<file path="src/rtl/mem_sequencer.sv">
// -----------------------------------------------------------------------------
// mem_sequencer
//
// Multi-cycle sequencer that lets a single-cycle RISC-V core share one
// single-ported, variable-latency unified memory between instruction fetch
// and load/store. Each instruction is fetched into a holding register. If
// the instruction needs a data access, that access runs next. The core then
// gets a one-cycle commit window (stall=0), in which it updates its PC and
// register file.
//
// Retired instructions are counted. The sequencer halts permanently (until
// reset) on a bus timeout or a misaligned fetch/data address.
//
// Memory handshake: mem_req is the request valid and mem_ack is the
// completion. While mem_req=1, mem_we, mem_addr and mem_wdata stay stable.
// The request is held until a rising clk edge samples mem_ack=1; that edge
// completes the transfer, and mem_rdata is taken at the same edge. mem_ack
// is ignored in any cycle where mem_req=0.
//
// Parameters:
//   MAX_WAIT      cycles a request may wait for mem_ack before timeout (1..255)
//   INSTRET_INIT  reset value of the retired-instruction counter (0 normally)
//
// Ports:
//   clk        in   rising-edge clock
//   reset      in   asynchronous, active-low reset
//   pc         in   core PC, used as the fetch address
//   memwrite   in   core decode: the held instruction is a store
//   memtoreg   in   core decode: the held instruction is a load
//   aluout     in   data address
//   writedata  in   store data
//   instr      out  held instruction to the core
//   readdata   out  held load data to the core
//   stall      out  1 = core must not update its PC or register file
//   mem_req    out  memory request, held until ack
//   mem_we     out  write strobe, valid with mem_req
//   mem_addr   out  memory address
//   mem_wdata  out  memory write data
//   mem_rdata  in   memory read data, valid with mem_ack
//   mem_ack    in   request complete
//   err        out  sticky error: 00 none, 01 timeout, 10 misaligned
//   instret    out  retired-instruction counter (wraps)
//   dbg_state  out  current FSM state, for observation only
// -----------------------------------------------------------------------------
module mem_sequencer #(
    parameter int          MAX_WAIT     = 16,
    parameter logic [31:0] INSTRET_INIT = 32'h0000_0000
) (
    input  logic        clk,
    input  logic        reset,
    input  logic [31:0] pc,
    input  logic        memwrite,
    input  logic        memtoreg,
    input  logic [31:0] aluout,
    input  logic [31:0] writedata,
    output logic [31:0] instr,
    output logic [31:0] readdata,
    output logic        stall,
    output logic        mem_req,
    output logic        mem_we,
    output logic [31:0] mem_addr,
    output logic [31:0] mem_wdata,
    input  logic [31:0] mem_rdata,
    input  logic        mem_ack,
    output logic [1:0]  err,
    output logic [31:0] instret,
    output logic [2:0]  dbg_state
);

    localparam logic [2:0] S_IDLE  = 3'd0;
    localparam logic [2:0] S_FETCH = 3'd1;
    localparam logic [2:0] S_EXEC  = 3'd2;
    localparam logic [2:0] S_DATA  = 3'd3;
    localparam logic [2:0] S_WB    = 3'd4;
    localparam logic [2:0] S_HALT  = 3'd5;

    localparam logic [1:0] ERR_NONE     = 2'b00;
    localparam logic [1:0] ERR_TIMEOUT  = 2'b01;
    localparam logic [1:0] ERR_MISALIGN = 2'b10;

    localparam logic [31:0] NOP_INSTR = 32'h0000_0013;

    // Last wait-count value that is still allowed without an ack.
    localparam logic [7:0] WAIT_LAST = 8'(MAX_WAIT - 1);

    logic [2:0] state;
    logic [2:0] state_next;
    logic [7:0] wait_cnt;
    logic [1:0] err_set;

    logic pc_misaligned;
    logic data_misaligned;
    logic is_mem;
    logic req_active;
    logic wait_expired;
    logic commit;

    assign pc_misaligned   = (pc[1:0] != 2'b00);
    assign data_misaligned = (aluout[1:0] != 2'b00);
    assign is_mem          = memwrite | memtoreg;

    // A request is live in DATA, and in FETCH only when the PC is aligned.
    // A misaligned fetch never reaches the bus.
    assign req_active   = ((state == S_FETCH) && !pc_misaligned) || (state == S_DATA);
    assign wait_expired = (wait_cnt == WAIT_LAST);

    // The core commits in EXEC for a non-memory instruction, or in WB after
    // a data access.
    assign commit = (state == S_WB) || ((state == S_EXEC) && !is_mem);

    assign dbg_state = state;

    // ------------------------------------------------------------------
    // Next-state and error-event logic
    // ------------------------------------------------------------------
    always_comb begin
        state_next = state;
        err_set    = ERR_NONE;
        case (state)
            S_IDLE: begin
                state_next = S_FETCH;
            end
            S_FETCH: begin
                if (pc_misaligned) begin
                    state_next = S_HALT;
                    err_set    = ERR_MISALIGN;
                end else if (mem_ack) begin
                    // An ack in the final allowed cycle wins over the timeout.
                    state_next = S_EXEC;
                end else if (wait_expired) begin
                    state_next = S_HALT;
                    err_set    = ERR_TIMEOUT;
                end
            end
            S_EXEC: begin
                if (!is_mem) begin
                    state_next = S_FETCH;
                end else if (data_misaligned) begin
                    state_next = S_HALT;
                    err_set    = ERR_MISALIGN;
                end else begin
                    state_next = S_DATA;
                end
            end
            S_DATA: begin
                if (mem_ack) begin
                    state_next = S_WB;
                end else if (wait_expired) begin
                    state_next = S_HALT;
                    err_set    = ERR_TIMEOUT;
                end
            end
            S_WB: begin
                state_next = S_FETCH;
            end
            S_HALT: begin
                state_next = S_HALT;
            end
            default: begin
                state_next = S_IDLE;
            end
        endcase
    end

    // ------------------------------------------------------------------
    // State, wait counter, holding registers, error and retire counter
    // ------------------------------------------------------------------
    always_ff @(posedge clk or negedge reset) begin
        if (!reset) begin
            state    <= S_IDLE;
            wait_cnt <= 8'd0;
            instr    <= NOP_INSTR;
            readdata <= 32'h0000_0000;
            err      <= ERR_NONE;
            instret  <= INSTRET_INIT;
        end else begin
            state <= state_next;

            // Count only while waiting in the same request. Any state
            // change leaves the counter at zero, so every entry into FETCH
            // or DATA starts a fresh count.
            if (req_active && !mem_ack && (state_next == state)) begin
                wait_cnt <= wait_cnt + 8'd1;
            end else begin
                wait_cnt <= 8'd0;
            end

            if ((state == S_FETCH) && req_active && mem_ack) begin
                instr <= mem_rdata;
            end

            // A store never touches readdata. Only a load captures its data.
            if ((state == S_DATA) && mem_ack && memtoreg) begin
                readdata <= mem_rdata;
            end

            // The first error wins and is kept until reset.
            if ((err == ERR_NONE) && (err_set != ERR_NONE)) begin
                err <= err_set;
            end

            if (commit) begin
                instret <= instret + 32'd1;
            end
        end
    end

    // ------------------------------------------------------------------
    // Bus and core-control outputs
    // ------------------------------------------------------------------
    // These are decoded from the state and the core's stable decode inputs.
    // Reset therefore forces them to their idle values immediately, and a
    // request in flight is dropped at once.
    always_comb begin
        stall     = !commit;
        mem_req   = 1'b0;
        mem_we    = 1'b0;
        mem_addr  = 32'h0000_0000;
        mem_wdata = 32'h0000_0000;
        case (state)
            S_FETCH: begin
                mem_req  = !pc_misaligned;
                mem_addr = pc;
            end
            S_DATA: begin
                mem_req   = 1'b1;
                mem_we    = memwrite;
                mem_addr  = aluout;
                mem_wdata = writedata;
            end
            default: begin
                mem_req = 1'b0;
            end
        endcase
    end

endmodule
</file>
<file path="config.mk">
export PLATFORM = sky130hd
export DESIGN_NAME = mem_sequencer
export DESIGN_NICKNAME = d
export VERILOG_FILES = /design/src/rtl/mem_sequencer.sv
export SDC_FILE = /design/constraint.sdc
export NUM_CORES = 1
export LEC_CHECK = 0
export BUFFER_PORTS_ARGS = -buffer_cell sky130_fd_sc_hd__buf_2
export CAP_MARGIN = 40
export CORE_AREA = 2 2 118 120
export CTS_BUF_LIST = sky130_fd_sc_hd__clkbuf_2
export CTS_CLUSTER_SIZE = 24
export DETAILED_ROUTE_END_ITERATION = 8
export DIE_AREA = 0 0 120 122
export PLACE_DENSITY = 0.73
export SKIP_CTS_REPAIR_TIMING = 1
export SYNTH_ARGS = -nofsm -noshare
export SYNTH_HDL_FRONTEND = slang
export SYNTH_SLANG_ARGS = --single-unit
</file>
<file path="constraint.sdc">
create_clock -name clk -period 4.8 [get_ports clk]
set_clock_uncertainty 0.1 [all_clocks]
set_input_delay 0.96 -clock clk [delete_from_list [all_inputs] [get_ports clk]]
set_output_delay 0.96 -clock clk [all_outputs]
set_load 0.02 [all_outputs]
</file>
**Word level (Yosys, flattened, before mapping)**

Index checks and enable logic that the tools add are counted.

- Bits in registers: 109
- Output and inout port bits: 168
- Word-level logic and storage cells: 55

- Add/sub/neg operators: 2
- Equal/unequal tests: 7
- Mux-type cells: 18
- Bitwise gates (word level): 1
- Reductions and logical operators: 21

Operators with widths:

| operator | count |
|---|---|
| 32-bit case mux with 2 select lines | 1 |
| 32-bit by 1-bit adder with 32-bit output (second input constant) | 1 |
| 32-bit two-way mux | 1 |
| 3-bit two-way mux | 6 |
| 3-bit case mux with 5 select lines | 1 |
| 1-bit logical AND | 9 |
| 8-bit by 1-bit adder with 8-bit output (second input constant) | 1 |
| 8-bit by 4-bit equality test with 1-bit output (second input constant) | 1 |
| 8-bit two-way mux | 1 |
| 3-bit by 2-bit equality test with 1-bit output (second input constant) | 2 |
| 3-bit equality test (second input constant) | 2 |
| 2-bit two-way mux | 3 |
| 2-bit case mux with 3 select lines | 1 |
| 2-bit nonzero test | 3 |
| 1-bit logical NOT | 4 |
| 3-bit by 1-bit equality test with 1-bit output (second input constant) | 1 |
| 3-bit equality test | 1 |
| 3-bit logical NOT | 1 |
| 1-bit two-way mux | 3 |
| 2-bit logical NOT | 1 |
| 1-bit logical OR | 2 |
| 1-bit case mux with 2 select lines | 1 |
| 2-bit OR reduction | 1 |
| 1-bit bitwise OR | 1 |

**Longest topological paths before layout**

Gate-level depths: netlist of the first run.

- Depth after elaboration: 8
- Depth in mapped cells: 6
- Mapped depth without buffers: 5

**Worst setup path after synthesis of the first run**

No wires, ideal clock.

- Kind: input to output
- Start point: input memtoreg
- End point: output stall
- Data arrival time: 1.936 ns
- Required time: 3.740 ns
- Path slack: 1.804 ns
- Stages: 3
- Cells stage by stage: or4b_4 -> a21oi_1 -> inv_1

- Longest elaborated chain between the ends: 5

RTL lines:

| what | line | RTL |
|---|---|---|
| start, declared | 53 | `input logic memtoreg,` |
| 1-bit bitwise OR | 100 | `assign is_mem = memwrite \| memtoreg;` |
| 1-bit logical NOT | -- |  |
| 1-bit logical AND | 109 | `assign commit = (state == S_WB) \|\| ((state == S_EXEC) && !is_mem);` |
| 1-bit logical OR | 109 |  |
| 1-bit logical NOT | 215 | `stall = !commit;` |
| end, declared | 58 | `output logic stall,` |

No other way between the ends.

**Worst setup path in the final report of the first run**

- Start point: register state[1] (netlist: dbg_state[1])
- End point: output stall

- Longest elaborated chain between the ends: 4

RTL lines:

| what | line | RTL |
|---|---|---|
| start, declared | 86 | `logic [2:0] state;` |
| start signal, assigned | 177 | `state <= state_next;` |
| 3-bit by 2-bit equality test with 1-bit output | 109 |  |
| 1-bit logical AND | 109 |  |
| 1-bit logical OR * | 109 |  |
| 1-bit logical NOT * | 215 |  |

Mark *: on every way between the ends. The rest lies on a longest branch, timed or not.

==> results_dict.tcl, run 1 <==
set metrics [dict create \
    vias 4475 \
    cts_tree "built" \
    cp_max_fo 23 \
    start_util 0.391 \
    synth_top_area_share 0.503 \
    numCtsBuffers 9 \
    die_h_um 122 \
    hold_violations 0 \
    mappedNetlistArea_um2 5280 \
    max_freq_ghz 0.281 \
    drc_errors 0 \
    pin_count 301 \
    cp.required_ns 3.74 \
    syn_nets 592 \
    synth_edf_count 0 \
    p_clk_frac 0.228 \
    antenna_found_initial 1 \
    drive_gt1_frac 0.533 \
    slew_headroom 0.512 \
    hold_class "input port to async pin" \
    grt_max_degree 58 \
    internal_power_uw 1260 \
    grt_pass1_vias 4089 \
    fin_tns_setup_ns 0 \
    total_power_uw 1780 \
    endpoint_kind "primary output" \
    track_usage 0.175 \
    ir_drop_uv 112 \
    yosysUniqueCellTypes 39 \
    tightest_slew_ns 0.732 \
    yosysTopAreaCell "dfrtp_1" \
    power_switching_uw 518 \
    setup_ws_ns 1.24 \
    synth-seq-area-share 0.518 \
    maxSlewViolCount 0 \
    clkTransAtPathRegs_ns 0.28 \
    fin_nets 884 \
    switching_share 0.291 \
    ys_top_cells_by_count "dfrtp_1, mux2_2, nor2_1, and3_1, mux2i_1" \
    grt_pass1_wl_um 20400 \
    htreeDepth 3 \
    syn_to_final_growth_pct 33.9 \
    core_um2 13500 \
    dieArea_um2 14600 \
    drv_cap 0 \
    rsz0062_at_grt "no" \
    fin_crit_sh 0.741 \
    fin_area_um2 7070 \
    setup_viol 0 \
    critPathKind "register to primary output" \
    pre_cts_slack_ns 1.45 \
    power_leakage_uw 0.00376 \
    ys.warnings.count 0 \
    viasPerCell 4.80 \
    synthArstFlopShare 1.00 \
    synth_area_leaders "dfrtp_1, mux2_2, mux2i_1, and3_1, xor2_1" \
    placed_cell_area_um2 6960 \
    place.gp.congestion 0.804 \
    clk_latency_ns 0.56 \
    arrival_ns 2.50 \
    avgSynthCellArea_um2 11.5 \
    cts_max_path_buffers 2 \
    die_w_um 120 \
    seqPwrFrac 0.582 \
    drt_iter0_drc 152 \
    ys.flop_type "dfrtp_1" \
    root_buffer "clkbuf_2" \
    fill_cells 1230 \
    start_kind "register" \
    status "finished, final reports clean" \
    combPwrFrac 0.190 \
    rows 43 \
    period_needed_ns 3.56 \
    clock-sinks 109 \
    wire_per_inst_um 14.6 \
    powerDensity_nw_per_um2 251 \
    dp_hpwl_um 10400 \
    post-synth-top-count-cell "dfrtp_1" \
    ant_nets 0 \
    drt_pass1_iterations 4 \
    grt_overflow 0 \
    wl_um 13600 \
    port-buffer-count 300 \
    synth-seq-cells 109 \
    netlist_instances 457 \
    fin_util 0.523 \
]
==> worst max-delay path: stages, from the launching register on <==
cell and delay (ns):
dfrtp_2 0.75, or4b_4 0.54, a21oi_1 0.36, inv_1 0.12
buf_2 0.18
==> metrics by stage <==
stage | instances | hold WS, ns
global placement | 916 | 0.352
global route | 933 | 0.257
CTS | 932 | 0.278
finish | 933 | 0.298
floorplan | 457 | 0.333
detailed placement | 918 | 0.367
==> metal layers <==
metal | track usage | routed length, um
met3 | 0.0365 | 925
met2 | 0.298 | 6790
met1 | 0.224 | 5760
met5 | 0 | 0
met4 | 0.0522 | 146
==> cell usage in the layout (no fill, tap or decap), types with 3 or more instances in the layout <==
cell type  synthesis  final
and3_1            36     36
xnor2_1           12     12
mux2_2            57     57
nor3_2            11     11
inv_1             13     13
nor2_1            55     55
nor4_2             3      3
clkbuf_2           0     11
mux2_1             8      8
and4_1             6      6
dfstp_2            3      3
nand2_1           15     15
dfrtp_1          106    105
xor2_1            25     25
o21ai_0            3      3
nor3_1             5      5
buf_4              0      7
mux2i_1           32     32
buf_2              8    299
nand2b_1           3      3
nand3_1           11     11
nor4_1             5      5
==> state kept, by name (all words and copies together) (netlist names) <==
signal and cells:
readdata 32, instr 32, instret 32, dbg_state 3, err 2, wait_cnt 8
==> power groups by stage <==
stage	registers, uW	clock network, uW	logic [uW]
2_1_floorplan	1140	0	86.6
3_3_place_gp	1050	0	340
3_5_place_dp	1050	0	342
4_1_cts	1030	426	344
5_1_grt	1040	471	370
6_report	1030	405	338
==> layout make-up <==
| cell class | instances | area (um^2) | share of cell area |
|---|---|---|---|
| tap | 180 | 225 | 0.0319 |
| clock inverter | 3 | 47.5 | 0.00673 |
| sequential | 109 | 2730 | 0.387 |
| inverter | 13 | 48.8 | 0.00690 |
| timing repair buffer | 308 | 1580 | 0.223 |
| clock buffer | 11 | 55.1 | 0.00779 |
| multi-input combinational | 308 | 2380 | 0.337 |
| antenna | 1 | 2.50 | 0.000354 |
==> path summary, 6_finish.rpt <==
path,from,end,slack (ns),cells past startpoint
worst max-delay path,dbg_state[1],stall,1.24,4
worst min-delay path,reset,instret[9],0.30,1
worst max register to register,dbg_state[1],instr[29],2.23,5
worst min register to register,wait_cnt[0],wait_cnt[0],0.39,1
max in group asynchronous,reset,instr[0],3.38,2
min in group clk,wait_cnt[0],wait_cnt[0],0.39,1
==> kinds of logic (layout without fill, tap and decap cells) <==
family,after synthesis,in the layout,synth area share
AO/OA/AOI/OAI,14,14,0.0190
XOR/XNOR,37,37,0.0614
adder cells (fa/ha/maj),2,2,0.00474
buffers and inverters,40,335,0.0318
flip-flops,109,109,0.518
multiplexers,97,97,0.199
other,0,1,0
AND/OR/NAND/NOR,158,158,0.166
Power figures use the tool's default switching activity.
==> run 2, diff against run 1 <==
--- a/config.mk
+++ b/config.mk
@@ -5,14 +5,15 @@
 export SDC_FILE = /design/constraint.sdc
 export NUM_CORES = 1
 export LEC_CHECK = 0
+export ABC_AREA = 1
 export BUFFER_PORTS_ARGS = -buffer_cell sky130_fd_sc_hd__buf_2
 export CAP_MARGIN = 40
-export CORE_AREA = 2 2 118 120
+export CORE_AREA = 2 2 117 119
 export CTS_BUF_LIST = sky130_fd_sc_hd__clkbuf_2
 export CTS_CLUSTER_SIZE = 24
 export DETAILED_ROUTE_END_ITERATION = 8
-export DIE_AREA = 0 0 120 122
-export PLACE_DENSITY = 0.73
+export DIE_AREA = 0 0 119 121
+export PLACE_DENSITY = 0.79
 export SKIP_CTS_REPAIR_TIMING = 1
 export SYNTH_ARGS = -nofsm -noshare
 export SYNTH_HDL_FRONTEND = slang
==> constraint.sdc (replaced) <==
create_clock -name clk -period 3.6 [get_ports clk]
set_clock_uncertainty 0.1 [all_clocks]
set_input_delay 0.72 -clock clk [delete_from_list [all_inputs] [get_ports clk]]
set_output_delay 0.72 -clock clk [all_outputs]
set_load 0.02 [all_outputs]
==> results_dict.tcl, run 2 <==
set metrics [dict create \
    setup_viol 0 \
    fin_cells 1256 \
    synth_top_family_by_area "simple AND/OR/NAND/NOR gates" \
    crit_path_cell_trace "nor2_2 -> nand2_1 -> inv_1 -> buf_4 -> a22o_1 -> buf_2" \
    syn_nets 912 \
    regArea_um2 2730 \
    yosysUniqueCellTypes 32 \
    pin_count 301 \
    netlist_instances 777 \
    syn_to_final_growth_pct 30.2 \
    root_buffer "clkbuf_2" \
    final_common_cell "buf_2" \
    clk_latency_ns 0.59 \
    dp_hpwl_um 13800 \
    drive_gt1_frac 0.328 \
    viasPerCell 4.73 \
    powerDensity_nw_per_um2 425 \
    grt_pass1_vias 5701 \
    multi_input_area_um2 2480 \
    biggestRegsByFlops "instr: 32 flops, instret: 32 flops, readdata: 32 flops" \
    mappedNetlistArea_um2 5800 \
    cpLargestDelayFamily "buffers and inverters" \
    start_kind "register" \
    clock-sinks 109 \
    critPathSlowestCell "dfrtp_1" \
    worst-path-buf-inv 3 \
    drv_cap 0 \
    arrival_ns 2.15 \
    hold_violations 0 \
    cp_max_fo 31 \
    wl_um 17600 \
    synth_compound_area_frac 0.117 \
    port-buffer-count 300 \
    power_leakage_uw 0.00445 \
    drc_errors 0 \
    synth_area_leaders "dfrtp_1, nand2_1, inv_1, nor2_1, a22o_1" \
    max_freq_ghz 0.336 \
    slew_headroom 0.556 \
    antenna_found_initial 6 \
    grt_max_degree 66 \
    whs_ns 0.204 \
    status "finished, final reports clean" \
    track_usage 0.245 \
    synth_top_area_share 0.457 \
    synthAdderAreaFrac 0.00431 \
    die_h_um 121 \
    fill_cells 1219 \
    tightest_slew_ns 0.667 \
    synthArstFlopShare 1.00 \
    cts_tree "built" \
    fin_crit_sh 0.825 \
    dieArea_um2 14400 \
    numCtsBuffers 9 \
    cts_max_path_buffers 2 \
    critPathKind "register to primary output" \
    avgSynthCellArea_um2 7.47 \
    hold_class "input port to register" \
    ys.flop_type "dfrtp_1" \
    synth-simple-area-share 0.281 \
    cp.required_ns 2.78 \
    grt_overflow 0 \
    die_w_um 119 \
    start_util 0.443 \
    clkTransAtPathRegs_ns 0.29 \
    placed_cells 1236 \
    ys_top_cells_by_count "nand2_1, inv_1, dfrtp_1, nor2_1, o21ai_0" \
    synth-seq-cells 109 \
    final_cell_mix "buf_2, nand2_1, inv_1" \
    drt_pass1_iterations 5 \
    post-synth-top-count-cell "nand2_1" \
    rsz0062_at_grt "no" \
    synth_edf_count 0 \
    critPathMaxStageDelay_ns 0.52 \
    grt_pass1_wl_um 27900 \
    maxSlewViolCount 0 \
    wire_per_inst_um 14.0 \
    ys.warnings.count 0 \
    fin_tns_setup_ns 0 \
    drt_iter0_drc 371 \
    place.gp.congestion 1.00 \
    ir_drop_uv 427 \
    fin_nets 1207 \
    period_needed_ns 2.97 \
    vias 5944 \
    synth-seq-area-share 0.471 \
    rows 42 \
    synthMuxAreaShare 0 \
    core_um2 13100 \
    synth_xor_area_frac 0.0242 \
    ant_nets 0 \
    yosysTopAreaCell "dfrtp_1" \
    htreeDepth 3 \
    endpoint_kind "primary output" \
    total_power_uw 3210 \
]
run 2: where the power goes:
group | total (uW) | internal (uW) | leakage [uW] | switching [uW]
sequential | 1590 | 1440 | 0.00144 | 147
combinational | 1100 | 382 | 0.00295 | 713
clock | 522 | 96.9 | 0.0000652 | 425
run 2: layer usage:
metal	vias to the layer above	wire, um	GRT usage
met3	32	1580	0.0865
met5	-	34	0
li1	2976	-	-
met2	231	7860	0.390
met4	6	356	0.0841
met1	2699	7810	0.312
run 2: kinds of logic after synthesis:
| logic type | after synthesis |
|---|---|
| AOI/OAI and AO/OA | 104 |
| xor gates and xnor gates | 16 |
| adders and majority gates | 2 |
| buffers and inverters | 139 |
| DFF | 109 |
| and+or+nand+nor | 407 |
run 2: final cells by class:
cell class | instances | area share
repair buffers | 310 | 0.211
clock inverters | 7 | 0.00679
multi-input cells | 529 | 0.328
inverters | 113 | 0.0565
well taps | 176 | 0.0292
diodes | 3 | 0.000994
flip-flops and latches | 109 | 0.362
clock buffers | 9 | 0.00596
run 2: path summary, 6_finish.rpt:
kind,cells after the start,slack [ns],endpoint,startpoint
max in group asynchronous,4,2.00,readdata[30],reset
worst max-delay path,6,0.63,mem_addr[31],dbg_state[1]
worst max register to register,10,1.60,instret[30],instret[0]
worst min register to register,1,0.39,wait_cnt[0],wait_cnt[0]
worst min-delay path,3,0.20,instr[4],mem_rdata[4]
min in group asynchronous,2,0.43,instret[21],reset
run 2: worst reg2reg max path: stages (launching register included):
cell and delay [ns]:
dfrtp_1 0.57, ha_1 0.31, inv_1 0.09, nor2_2 0.20, nand2_1 0.14, nor2_1 0.27, nand2_1 0.09, nand2_1 0.06
nand2_1 0.04, nand2_1 0.05, nand2_1 0.05
run 2: through the flow:
step	instance area [um^2]	util	setup WS, ns
floorplan	5800	-	1.35
global placement	7420	0.567	1.18
detailed placement	7440	0.569	1.18
CTS	7540	0.576	0.583
global route	7550	0.577	0.459
finish	7550	0.577	0.628
==> run 3, diff against run 2 <==
--- a/config.mk
+++ b/config.mk
@@ -8,12 +8,12 @@
 export ABC_AREA = 1
 export BUFFER_PORTS_ARGS = -buffer_cell sky130_fd_sc_hd__buf_2
 export CAP_MARGIN = 40
-export CORE_AREA = 2 2 117 119
+export CORE_MARGIN = 1
+export CORE_UTILIZATION = 43
 export CTS_BUF_LIST = sky130_fd_sc_hd__clkbuf_2
 export CTS_CLUSTER_SIZE = 24
 export DETAILED_ROUTE_END_ITERATION = 8
-export DIE_AREA = 0 0 119 121
-export PLACE_DENSITY = 0.79
+export PLACE_DENSITY = 0.8
 export SKIP_CTS_REPAIR_TIMING = 1
 export SYNTH_ARGS = -nofsm -noshare
 export SYNTH_HDL_FRONTEND = slang
==> constraint.sdc (replaced) <==
create_clock -name clk -period 2.5 [get_ports clk]
set_clock_uncertainty 0.1 [all_clocks]
set_input_delay 0.5 -clock clk [delete_from_list [all_inputs] [get_ports clk]]
set_output_delay 0.5 -clock clk [all_outputs]
set_load 0.02 [all_outputs]
==> results_dict.tcl, run 3 (synthesis results as in run 2) <==
set metrics [dict create \
    critPathKind "register to primary output" \
    arrival_ns 2.08 \
    slew_headroom 0.599 \
    cts_max_path_buffers 2 \
    fin_nets 1252 \
    clk_latency_ns 0.61 \
    maxSlewViolCount 0 \
    endpoint_kind "primary output" \
    rr_startpoint "dbg_state[2]" \
    grt_overflow 0 \
    fin_cells 1299 \
    port-buffer-count 300 \
    vias 6323 \
    clock-sinks 109 \
    drt_pass1_iterations 5 \
    fin_area_um2 8410 \
    fill_cells 1097 \
    regArea_um2 2730 \
    dp_hpwl_um 13300 \
    wl_um 19300 \
    place.gp.congestion 0.935 \
    max_freq_ghz 0.373 \
    multi_input_area_um2 2550 \
    ir_drop_uv 526 \
    period_needed_ns 2.68 \
    drive_gt1_frac 0.344 \
    htreeDepth 3 \
    clkTransAtPathRegs_ns 0.31 \
    drt_iter0_drc 457 \
    rsz0062_at_grt "yes" \
    die_w_um 118 \
    final_common_cell "nand2_1" \
    drv_cap 0 \
    wire_per_inst_um 14.9 \
    dieArea_um2 14000 \
    die_h_um 118 \
    setup_viol 66 \
    failed_checks "setup timing" \
    worstSetupStartpoint "dbg_state[2]" \
    viasPerCell 4.87 \
    root_buffer "clkbuf_2" \
    fin_tns_setup_ns -7.63 \
    setup_ws_ns -0.183 \
    tightest_slew_ns 0.601 \
    grt_pass1_vias 5632 \
    hold_start "mem_ack" \
    hold_class "input port to register" \
    track_usage 0.251 \
    drc_errors 0 \
    power_leakage_uw 0.00473 \
    grt_max_degree 65 \
    start_util 0.440 \
    ant_nets 0 \
    syn_to_final_growth_pct 44.9 \
    start_kind "register" \
    cts_tree "built" \
    rows 42 \
    core_um2 13200 \
    cp.required_ns 1.90 \
    whs_ns 0.174 \
    numCtsBuffers 9 \
    biggestRegsByFlops "instr: 32 flops, instret: 32 flops, readdata: 32 flops" \
    status "finished, violations left" \
    cp_max_fo 8 \
    hold_violations 0 \
    final_cell_mix "nand2_1, buf_2, inv_1" \
    antenna_found_initial 1 \
    fin_crit_sh 1.07 \
    powerDensity_nw_per_um2 582 \
    grt_pass1_wl_um 27700 \
    placed_cell_area_um2 7460 \
    placed_cells 1235 \
    pin_count 301 \
]
run 3: cell count changes in the layout (fill, tap and decap cells not counted), moves of 3 or more:
| cell | previous run | this run |
|---|---|---|
| buf_12 | 1 | 6 |
| buf_2 | 299 | 233 |
| buf_4 | 9 | 61 |
| buf_6 | 0 | 18 |
| dlygate4sd3_1 | 1 | 35 |
| inv_6 | 0 | 3 |
| nor2_1 | 104 | 91 |
| nor2_2 | 3 | 15 |
run 3: path summary, 6_finish.rpt:
check                                     to  slack (ns)  cells after the start
worst max-delay path             mem_addr[3]       -0.18                      7
worst min-delay path                  err[0]        0.17                      4
worst max register to register  readdata[28]        0.50                      8
worst min register to register   wait_cnt[0]        0.39                      1
max in group asynchronous           instr[1]        1.42                      3
min in group asynchronous          instr[13]        0.27                      2
run 3: layout make-up:
cell class,instances,area share
sequential,109,0.325
multi-input combinational,529,0.304
timing repair buffer,355,0.278
inverter,113,0.0517
tap,176,0.0262
clock inverter,7,0.00938
clock buffer,9,0.00536
antenna,1,0.000298
run 3: where the power goes:
group / internal [uW] / total, uW / switching [uW]
logic: 682 / 1780 / 1100
clock network: 168 / 819 / 651
registers: 2080 / 2290 / 209
run 3: metal layers:
layer  routed length (um)  GRT usage  up-vias
li1                     -          -     3070
met1                 7990      0.332     2926
met2                 9490      0.397      293
met3                 1450     0.0748       34
met4                  392     0.0721        0
met5                    0          0        -
run 3: worst max-delay path: stages, from the launching register on:
cell     delay (ns)
dfrtp_1        0.48
inv_2          0.14
nand2_4        0.08
nor2_4         0.15
buf_12         0.15
buf_8          0.12
a22o_1         0.21
buf_6          0.14
run 3: per-stage QoR:
| stage | power [uW] | utilization | setup slack [ns] |
|---|---|---|---|
| 4_1_cts | 4740 | 0.575 | -0.485 |
| 2_1_floorplan | 3240 | - | 0.473 |
| 5_1_grt | 5180 | 0.637 | -0.339 |
| 3_5_place_dp | 3890 | 0.565 | 0.321 |
| 6_report | 4890 | 0.637 | -0.183 |
| 3_3_place_gp | 3860 | 0.565 | 0.324 |
